<file path="src/rtl/ppl_regwb.sv">
// MEM->WB pipeline register: selects/extends the writeback value, registers it,
// keeps the previous writeback one more cycle and counts committed writes.
module ppl_regwb #(
   parameter int DATA_W      = 32,
   parameter int REG_AW      = 5,
   parameter int CNT_W       = 16,
   parameter int ZERO_REG_EN = 1
) (
   input  logic              clk,
   input  logic              reset,
   input  logic              mWriteReg,
   input  logic              mMem2Reg,
   input  logic              mLink,
   input  logic [1:0]        mLdSize,
   input  logic              mLdSigned,
   input  logic [1:0]        mAddrLo,
   input  logic [REG_AW-1:0] mReg,
   input  logic [DATA_W-1:0] mAlu,
   input  logic [DATA_W-1:0] mMemOut,
   input  logic [DATA_W-1:0] mLinkAddr,
   input  logic              stall,
   input  logic              flush,
   output logic              wWriteReg,
   output logic [REG_AW-1:0] wReg,
   output logic [DATA_W-1:0] wDataImm,
   output logic              pWriteReg,
   output logic [REG_AW-1:0] pReg,
   output logic [DATA_W-1:0] pData,
   output logic [CNT_W-1:0]  wbCount
);

   logic [7:0]        byteLanes [4];
   logic [7:0]        byteSel;
   logic [15:0]       halfSel;
   logic [DATA_W-1:0] loadData;
   logic [DATA_W-1:0] selData;
   logic              effWrite;

   // Little-endian byte lanes of the low load word.
   for (genvar gi = 0; gi < 4; gi++) begin : gLane
      assign byteLanes[gi] = mMemOut[8*gi +: 8];
   end

   always_comb begin
      byteSel = byteLanes[mAddrLo];
      halfSel = mAddrLo[1] ? mMemOut[31:16] : mMemOut[15:0];
      case (mLdSize)
         2'b01:   loadData = {{(DATA_W-16){mLdSigned & halfSel[15]}}, halfSel};
         2'b10:   loadData = {{(DATA_W-8){mLdSigned & byteSel[7]}}, byteSel};
         default: loadData = mMemOut;
      endcase
      if (mLink)
         selData = mLinkAddr;
      else if (mMem2Reg)
         selData = loadData;
      else
         selData = mAlu;
      effWrite = mWriteReg & ~((ZERO_REG_EN != 0) && (mReg == '0));
   end

   always_ff @(posedge clk) begin
      if (reset) begin
         wWriteReg <= 1'b0;
         wReg      <= '0;
         wDataImm  <= '0;
         pWriteReg <= 1'b0;
         pReg      <= '0;
         pData     <= '0;
         wbCount   <= '0;
      end else if (flush) begin
         // Bubble enters WB; the outgoing write still shifts into p* for forwarding.
         pWriteReg <= wWriteReg;
         pReg      <= wReg;
         pData     <= wDataImm;
         wWriteReg <= 1'b0;
         wReg      <= '0;
         wDataImm  <= '0;
      end else if (!stall) begin
         pWriteReg <= wWriteReg;
         pReg      <= wReg;
         pData     <= wDataImm;
         wWriteReg <= effWrite;
         wReg      <= mReg;
         wDataImm  <= selData;
         if (effWrite)
            wbCount <= wbCount + {{(CNT_W-1){1'b0}}, 1'b1};
      end
   end

endmodule

</file>
<file path="config.mk">
export PLATFORM = sky130hd
export DESIGN_NAME = ppl_regwb
export DESIGN_NICKNAME = d
export VERILOG_FILES = /design/src/rtl/ppl_regwb.sv
export SDC_FILE = /design/constraint.sdc
export NUM_CORES = 1
export LEC_CHECK = 0
export CAP_MARGIN = 20
export CORE_ASPECT_RATIO = 0.8
export CORE_MARGIN = 2
export CORE_UTILIZATION = 38
export DETAILED_ROUTE_END_ITERATION = 6
export PLACE_DENSITY = 0.76
export SETUP_SLACK_MARGIN = 0.4
export SLEW_MARGIN = 20
export SYNTH_ARGS = -nofsm -noshare
export SYNTH_HDL_FRONTEND = slang
export SYNTH_SLANG_ARGS = --single-unit
</file>
<file path="constraint.sdc">
create_clock -name clk -period 1.6 [get_ports clk]
set_clock_uncertainty 0.05 [all_clocks]
set_input_delay 0.24 -clock clk [delete_from_list [all_inputs] [get_ports clk]]
set_output_delay 0.24 -clock clk [all_outputs]
set_load 0.05 [all_outputs]
</file>
After elaboration in Yosys (flattened, before gate mapping). Index checks and enable logic that the tools add are counted.

Flip-flop bits (word level): 92. Word-level logic and storage cells: 35. Bits of input ports: 113. Output and inout port bits: 92.

Reduce and logical (&&, ||, !) cells: 3. Magnitude comparators: 1. Mux-type cells: 13. Bitwise gates (word level): 7. Add/sub/neg operators: 1. Eq/ne operators: 3.

Operators by type and width (count): 2-to-1 mux 32 bit (4); one-hot mux 32 bit (2 select lines) (1); adder 16 x 1 -> 16 bit (second input constant) (1); binary-select mux 8 bit (select 2 bit) (1); 2-to-1 mux 16 bit (1); 2-to-1 mux 8 bit (2); 2-to-1 mux 5 bit (2); zero test 5 bit (1); AND 1 bit (3); >= comparator 3 bit (second input constant) (1); NOT 1 bit (3); NOT 2 -> 3 bit (1); AND reduction 3 bit (1); == test 2 x 1 -> 1 bit (second input constant) (1); == test 2 bit (second input constant) (1); 2-to-1 mux 1 bit (2); != test 2 x 1 -> 1 bit (second input constant) (1); OR reduction 2 bit (1).

Longest topological paths before layout. Gate-level depths: netlist (run 1).

Depth in word-level cells: 8. Mapped depth: 7. Gate-level depth less buffers: 6.

Worst setup path after synthesis (run 1). No wires, ideal clock.

Path type: register to register. Start point: register wbCount[2]. End point: register wbCount[9]. Path slack: -0.455 ns. Clock period less this slack: 2.055 ns. Stages on the path, launching flop included: 6. Data required time: 1.480 ns. Arrival: 1.935 ns. Buffers on the path: 1. Library setup time: 0.070 ns. Cell sequence: dfxtp_1 -> and3_2 -> nand3_1 -> buf_2 -> or4_2 -> a21oi_1.

Word-level cells in the longest chain between the ends: 1.

Ends and longest elaborated chain: start: declaration (line 29) `output logic [CNT_W-1:0] wbCount`; start signal: assignment (line 86) `wbCount <= wbCount + {{(CNT_W-1){1'b0}}, 1'b1};`; adder 16 x 1 -> 16 bit (line 86).

Every way passes these cells. A chain may end at the register's enable or synchronous reset.

Final worst setup path (run 1).
Start point: register wbCount[1]. End point: register wbCount[14].

Same word-level chain as after synthesis.

==> summary by stage, run 1 <==
Clocking
TritonCTS created 9 clock buffers. Counting along the longest clock path gives a buffer depth of 2. The clock net in this run drives a total of between 90 and 100 sinks. The later pin in the worst-skew pair is clocked with a latency of 0.36 ns.

The TritonCTS clock tree is done. In this run, post-CTS hold repair placed 0 buffers. The number of levels in the clock H-tree is 3.

The cell at the root of the clock tree is sky130_fd_sc_hd__clkbuf_16. After clock tree synthesis, the clock-pin slew on the worst setup and hold paths is 0.07 ns.

Floorplan
In this run the standard cell core region covers 12100 sq um. In this run the horizontal extent of the chip is 128 um. The die span in y is around 100 um. The number of rows in the core area is 36. The initial utilization of the core area, before any placement, comes to 38.7%. In this run the count of I/O pins placed on the die edge is 205.

The floorplan step defined a die boundary enclosing 13200 sq um.

Yosys
The predominant post-synthesis flop cell is sky130_fd_sc_hd__dfxtp_1. The sequential area share after synthesis is 39.5%. The average footprint of a synthesized cell is 7.83 sq um. The count of synthesis-stage warnings from yosys is 0. Synthesis produced a netlist with a net count of ~700. The share of synthesized flip-flops with an asynchronous set or reset is 0%. The synthesized design contains 92 register bits. In this run the cell area of the synthesized design comes to ~4700 sq um. Counting flops with a built-in enable in the synthesized netlist gives 0. The distinct cell type count of the synthesized netlist is between 50 and 60.

Counting every instance in the synthesized netlist gives 596.

Cells and area
The antenna diode instance count is 0. The fill cell instance count of the final layout is between 800 and 900. Compared with the post-synthesis result, the final layout area differs by 86.5%. The fraction of final layout cells sized beyond drive strength 1 is 43.9%. The post-route core utilization is about 72%.

Once layout is done, the placed cells without fillers occupy 8700 sq um. The number of nets at the end of the flow is 970.

Routing
The total wire length after detailed routing is between 15000 and 20000 um. The average routed wire per standard cell is 19.7 um. For this block, the via count after detailed routing is 5711. After detailed routing, the number of vias per cell comes to 5.65. After detailed routing, the number of remaining DRC violations is 0. The detailed router finished its first iteration with 324 violations.

The detail route stage leaves a number of antenna-violating nets equal to 0. The first TritonRoute pass finished after 5 iterations.

Global routing
The initial antenna violation count came to 1. Summed over all layers, the global routing overflow is 0. In the global route stage, overall resource usage came out at 28.3%. The via count of the first global-routing pass is approximately 5600. The first global-routing pass estimated 29000 um of wire.

The largest net degree at the start of global routing is 56.

Worst setup path
The cell with the biggest individual delay on the critical path is sky130_fd_sc_hd__or4_4. The largest fanout on the critical path is 3. Together, buffers and inverters on the worst path number 0.

At the worst endpoint, the arrival time is approximately 1.9 ns. The kind of cell with the highest combined delay along the critical path is simple AND/OR/NAND/NOR gates. The type of element capturing the critical path is a flop. The critical path goes through ha_4 > and4bb_2 > o211ai_4 > or4_4 > a21oi_2. On the worst path, the slowest cell contributes a delay of about 0.50 ns. The kind of critical path is flop to flop. The kind of start point of the critical path is a flop. Data on the critical path is required at its endpoint by 1.84 ns.

STA
For the pin with the worst max-slew slack, the measured transition is 0.703 ns. Setup violations remaining at the end of the flow were counted as 1. Setup repair after global routing could not meet its margin everywhere. In the post-route analysis, the smallest setup slack over all paths is -0.0311 ns. The worst path uses 102% of the clock period.

The count of final hold-check violations was 0. The final number of max-transition violations was 0. Measured against its own limit, the worst slew margin works out to a little over half. After layout, the minimum clock period comes to roughly 1.6 ns. Based on the critical path, the design can be clocked at up to 0.613 GHz.

Run
The reported max-cap violation count is 0.

Power
The maximum vdd drop is 0.462 mV. In this run the power density over the cells is 693 nW/um^2. The static power due to leakage is approximately 3.4 nW.

Run status
The flow ran to the end, but the final reports show violations. The checks that failed: negative setup slack.

Place
At the end of routability-driven placement, the weighted congestion stood at about 0.90. The count of port buffers added during placement is 204. The post-placement cell area is a little over 7000 sq um. The HPWL after detailed placement is between 10000 and 15000 um.

Min path
The tightest min-delay check is of the input port to flop type.
==> path summary, 6_finish.rpt <==
kind	start	endpoint	slack, ns	cells after the start
setup / recovery	wbCount[1]	wbCount[14]	-0.03	5
hold / removal	mMemOut[23]	wDataImm[23]	0.18	3
hold reg to reg	pData[19]	pData[19]	0.41	2
setup reg to reg	wbCount[1]	wbCount[14]	-0.03	5
==> flip-flops by register name (all words and copies together) (netlist names) <==
name and cells:
wbCount 16, wReg 5, wDataImm 32, pData 32, wWriteReg 1, pWriteReg 1, pReg 5
==> worst min-delay path: cells and delay by family <==
kind            cells  cell delay [ns]
compound gates      1             0.09
simple gates        1             0.08
buf+inv             1             0.13
==> routing by layer <==
layer	routed length [um]	GRT usage (%)	up-vias	share of wire, %
li1	-	-	2653	-
met1	8330	35.3	2751	42
met2	9600	47.3	264	48
met3	1470	7.47	41	7.4
met4	513	10.7	2	2.6
met5	13	0	-	0.065
==> power breakdown <==
group	total, mW	internal, mW	switching [mW]
sequential	2.39	2.33	0.0597
combinational	1.58	0.748	0.835
clock	2.06	1.10	0.963
total	6.03	4.17	1.86
==> cell usage in the layout (no fill, tap or decap), drive strengths merged, types with 2 or more instances in the layout <==
cell type | Yosys | final
and3 | 2 | 2
mux2i | 14 | 14
o221ai | 8 | 8
or4 | 7 | 7
nand2b | 2 | 2
clkbuf | 31 | 11
o31ai | 11 | 11
a22oi | 9 | 9
dlymetal6s2s | 0 | 2
inv | 23 | 25
o22ai | 14 | 14
and2 | 5 | 5
nor2b | 2 | 2
nand3 | 7 | 7
clkdlybuf4s50 | 0 | 84
buf | 18 | 199
or3 | 5 | 5
o21ai | 13 | 13
ha | 3 | 3
o21bai | 16 | 16
a311oi | 18 | 18
nand2 | 129 | 129
dlygate4sd2 | 0 | 10
mux2 | 2 | 2
clkinv | 1 | 4
a221o | 7 | 7
nor4 | 2 | 2
and3b | 7 | 7
a21oi | 92 | 92
nor2 | 30 | 30
o211ai | 10 | 10
dfxtp | 92 | 92
xor2 | 4 | 4
==> per-stage QoR <==
stage / total power, mW / TNS, ns / hold WS [ns] / std cells / setup slack (ns)
final: 6.03 / -0.0311 / 0.177 / 1010 / -0.0311
after global routing: 6.25 / -0.271 / 0.180 / 1010 / -0.0807
after CTS: 5.94 / -0.0403 / 0.0803 / 1000 / -0.0331
after detailed placement: 3.76 / -27.22 / 0.395 / 966 / -0.583
after global placement: 3.74 / -24.20 / 0.391 / 966 / -0.541
after floorplan: 3.12 / -0.201 / 0.328 / 596 / -0.0591
==> cells in the mapped netlist (2+ instances only) <==
master                     count  area share, %
sky130_fd_sc_hd__clkbuf_1     31            2.5
sky130_fd_sc_hd__inv_1        23            1.9
sky130_fd_sc_hd__o211ai_1      8            1.3
sky130_fd_sc_hd__a311oi_1     17            3.2
sky130_fd_sc_hd__buf_1         5           0.40
sky130_fd_sc_hd__o211ai_4      2           0.91
sky130_fd_sc_hd__and3b_1       7            1.3
sky130_fd_sc_hd__or3_1         5           0.67
sky130_fd_sc_hd__nor2b_1       2           0.27
sky130_fd_sc_hd__o22ai_1      14            1.9
sky130_fd_sc_hd__o21bai_1     16            2.6
sky130_fd_sc_hd__a22oi_1       9            1.4
sky130_fd_sc_hd__o21ai_1       3           0.32
sky130_fd_sc_hd__dfxtp_1      92             39
sky130_fd_sc_hd__o21ai_0      10            1.1
sky130_fd_sc_hd__mux2i_1      14            3.0
sky130_fd_sc_hd__or4_1         3           0.48
sky130_fd_sc_hd__a21oi_1      92            9.9
sky130_fd_sc_hd__buf_2         9           0.97
sky130_fd_sc_hd__nor2_1       29            2.3
sky130_fd_sc_hd__xor2_1        4           0.75
sky130_fd_sc_hd__nand3_1       7           0.75
sky130_fd_sc_hd__a221o_1       7            1.5
sky130_fd_sc_hd__buf_6         2           0.48
sky130_fd_sc_hd__ha_1          3           0.80
sky130_fd_sc_hd__and2_1        5           0.67
sky130_fd_sc_hd__buf_4         2           0.32
sky130_fd_sc_hd__nand2b_1      2           0.27
sky130_fd_sc_hd__or4_2         3           0.56
sky130_fd_sc_hd__o221ai_1      8            1.5
sky130_fd_sc_hd__nand2_1     129             10
sky130_fd_sc_hd__nor4_1        2           0.27
sky130_fd_sc_hd__o31ai_1      11            1.8
==> repair_timing <==
| item | 4_1_cts | 5_1_grt |
|---|---|---|
| pin swaps | 30 | 23 |
| setup endpoints to repair | 157 | 99 |
| setup buffers | 18 | 9 |
| resized for setup | 248 | 107 |
| endpoints found under the hold margin | 0 | 0 |
| cloned | 1 | 1 |
==> cells by family (layout without fill, tap and decap cells) <==
logic type               count (synthesis)  in the layout  share of synthesized area [%]
AO/OA/AOI/OAI                          204            204                           28.9
AND/OR/NAND/NOR                        203            203                           19.5
flip-flops                              92             92                           39.5
buffers and inverters                   73            335                           6.60
multiplexers                            17             17                           3.97
XOR/XNOR                                 4              4                          0.751
adder cells (fa/ha/maj)                  3              3                          0.805
==> cell type report <==
| cell class | instances | area [sq um] | share of cell area (%) |
|---|---|---|---|
| Multi-Input combinational cell | 431 | 3110 | 35.8 |
| Timing Repair Buffer | 296 | 3060 | 35.1 |
| Tap cell | 152 | 190 | 2.19 |
| Clock buffer | 10 | 239 | 2.75 |
| Sequential cell | 92 | 1970 | 22.7 |
| Inverter | 24 | 95.1 | 1.09 |
| Clock inverter | 5 | 36.3 | 0.417 |
Power figures use the tool's default switching activity.
==> run 2, diff against run 1 <==
- CORE_ASPECT_RATIO: 0.8 -> default
==> summary by stage, run 2 (synthesized netlist as in run 1, its figures left out) <==
Clocking
CTS placed an instance of sky130_fd_sc_hd__clkbuf_16 at the clock tree root. The clock passes through at most 2 buffers. Counting the buffers created by CTS gives 9.

CTS saw 92 sinks. At the later pin of the worst-skew pair, clock insertion delay measures around 0.34 ns. The clock transition at the register clock pins on the worst setup and hold paths after CTS is ~0.07 ns.

The number of hold buffers added after cts is 0. TritonCTS built the clock tree. The number of levels in the clock H-tree is 3.

Routing
The routed design has around 19000 um of wire. The number of DRC violations after detailed routing is 0. For this run, the detailed router's first-pass iteration total came to 5.

Dividing the detail-routed via count by the number of cells gives 5.53. The total vias in the final route is 5553. The count of nets left with antenna violations once routing finished came out at 0.

In the final routed layout, each cell accounts on average for 18.5 um. The starting DRC count in detailed routing is between 300 and 400.

Floorplan
The die outline width is 115 um. For this design the top-level I/O count stands at 205. The initialized floorplan defines 40 standard-cell rows. Once the floorplan was initialized, standard cells occupied between 30% and 40% of the core.

The die covers roughly 13000 sq um. The placeable core area is 12000 sq um. The die span in y is 115 um.

Global routing
The largest net degree at the start of global routing is 39. The initial antenna violation count is 0. For this run the aggregate overflow at the end of global routing stands at 0. The via count of the first global-routing pass was 5351. Global routing used 27.2% of the available tracks across all layers. The first global-routing pass estimated 27900 um of wire.

Power
The maximum vdd drop is 0.547 mV. The static power due to leakage is 3.34 nW. Dividing total power by cell area gives a power density of 738 nW/um^2.

Cells and area
The relative area change from synthesis to final layout is 79.9%. The fill cell instance count of the final layout is 929. The fraction of final layout cells sized beyond drive strength 1 is between 40 and 50%. Leaving out fill and tap cells, the most frequent cells in the layout are 129 x sky130_fd_sc_hd__nand2_1, 90 x sky130_fd_sc_hd__a21oi_1, 90 x sky130_fd_sc_hd__buf_6, 85 x sky130_fd_sc_hd__clkdlybuf4s50_1, 80 x sky130_fd_sc_hd__buf_4.

In the final layout, the registers with the most flip-flops are pData (32), wDataImm (32), wbCount (16). The final layout contains 968 nets. The post-route core utilization is 69.9%. Leaving out fill and tap cells, the most frequent cell in the layout is sky130_fd_sc_hd__nand2_1.

Run
The reported max-cap violation count is 0.

STA
The worst pin sits at a relative slew slack of between 70% and 80%. The number of failing setup endpoints in the final timing report is 0. Derived from the worst setup path, the maximum achievable clock frequency is 0.643 GHz. The final number of max-transition violations is 0.

Counting I/O delays and the setup requirement, the final critical path takes 1.56 ns. For the pin with the worst max-slew slack, the measured transition is between 0.3 and 0.4 ns. The worst slack on hold paths is 0.107 ns. Setup repair after global routing could not meet its margin everywhere. Of the available clock period, the critical path in the final layout requires 97.2%. The count of final hold-check violations is 0.

Worst setup path
Of all nets on the critical path, the largest fanout is 3. The type of element capturing the critical path is a flop. The kind of start point of the critical path is a flop.

The kind of critical path is flop to flop. The worst path required time is 1.83 ns. The data arrival time at the worst-slack endpoint is 1.78 ns.

Run status
The flow ran to the end, and the final reports show no timing, DRC or antenna violations.

Place
Port buffering added 204 buffers. Once detailed placement completed, the half-perimeter wirelength came to 14000 um. The routability-driven placement congestion ratio is 0.892.

Min path
In this run the worst hold path is classified as input port to flop.
## run 2: path summary, 6_finish.rpt
kind | start | endpoint | slack (ns) | cells past startpoint
max | wbCount[1] | wbCount[14] | 0.04 | 5
min | mReg[1] | wReg[1] | 0.11 | 3
max reg2reg | wbCount[1] | wbCount[14] | 0.04 | 5
min reg2reg | pData[17] | pData[17] | 0.41 | 2
## run 2: final cells by class
type                    instances  area (sq um)  area share, %
well taps                     147           184           2.19
multi-input cells             431          2910           34.6
clock inverters                 6          66.3          0.790
repair buffers                294          2950           35.2
inverters                      24          95.1           1.13
diodes                          1          2.50         0.0298
clock buffers                  10           250           2.98
flip-flops and latches         92          1940           23.1
## run 2: timing repair
action,4_1_cts,5_1_grt
pin swaps,38,16
gates cloned,1,0
endpoints found under the setup margin,143,97
buffers inserted,16,4
gates resized for setup,210,74
## run 2: power breakdown
part           switching [mW]  internal (mW)
clock                   0.976           1.32
combinational           0.793          0.713
sequential             0.0565           2.34
total                    1.82           4.37
## run 2: per-stage QoR
| step | area, sq um | setup TNS [ns] | setup slack [ns] | power [mW] | instances |
|---|---|---|---|---|---|
| after floorplan | 4900 | -0.201 | -0.0591 | 3.12 | 596 |
| after global placement | 7170 | -23.47 | -0.524 | 3.74 | 967 |
| after detailed placement | 7170 | -26.12 | -0.557 | 3.76 | 967 |
| after CTS | 8070 | 0 | 0.0491 | 6.15 | 1000 |
| after global routing | 8390 | -0.0110 | -0.0110 | 6.40 | 1004 |
| final | 8390 | 0 | 0.0442 | 6.19 | 1005 |
## run 2: layer usage
metal	up-vias	routed length, um	track usage (%)	share of wire (%)
met3	27	1130	4.27	6.1
met2	228	9210	45.2	50
met5	-	0	0	0
li1	2650	-	-	-
met4	0	335	7.55	1.8
met1	2648	7900	36.9	43
## run 2: worst max-delay path: stages (launching register included)
cell,delay [ns]
sky130_fd_sc_hd__dfxtp_4,0.36
sky130_fd_sc_hd__ha_4,0.12
sky130_fd_sc_hd__and4bb_2,0.27
sky130_fd_sc_hd__o211ai_4,0.10
sky130_fd_sc_hd__or4_1,0.47
sky130_fd_sc_hd__a21oi_1,0.12
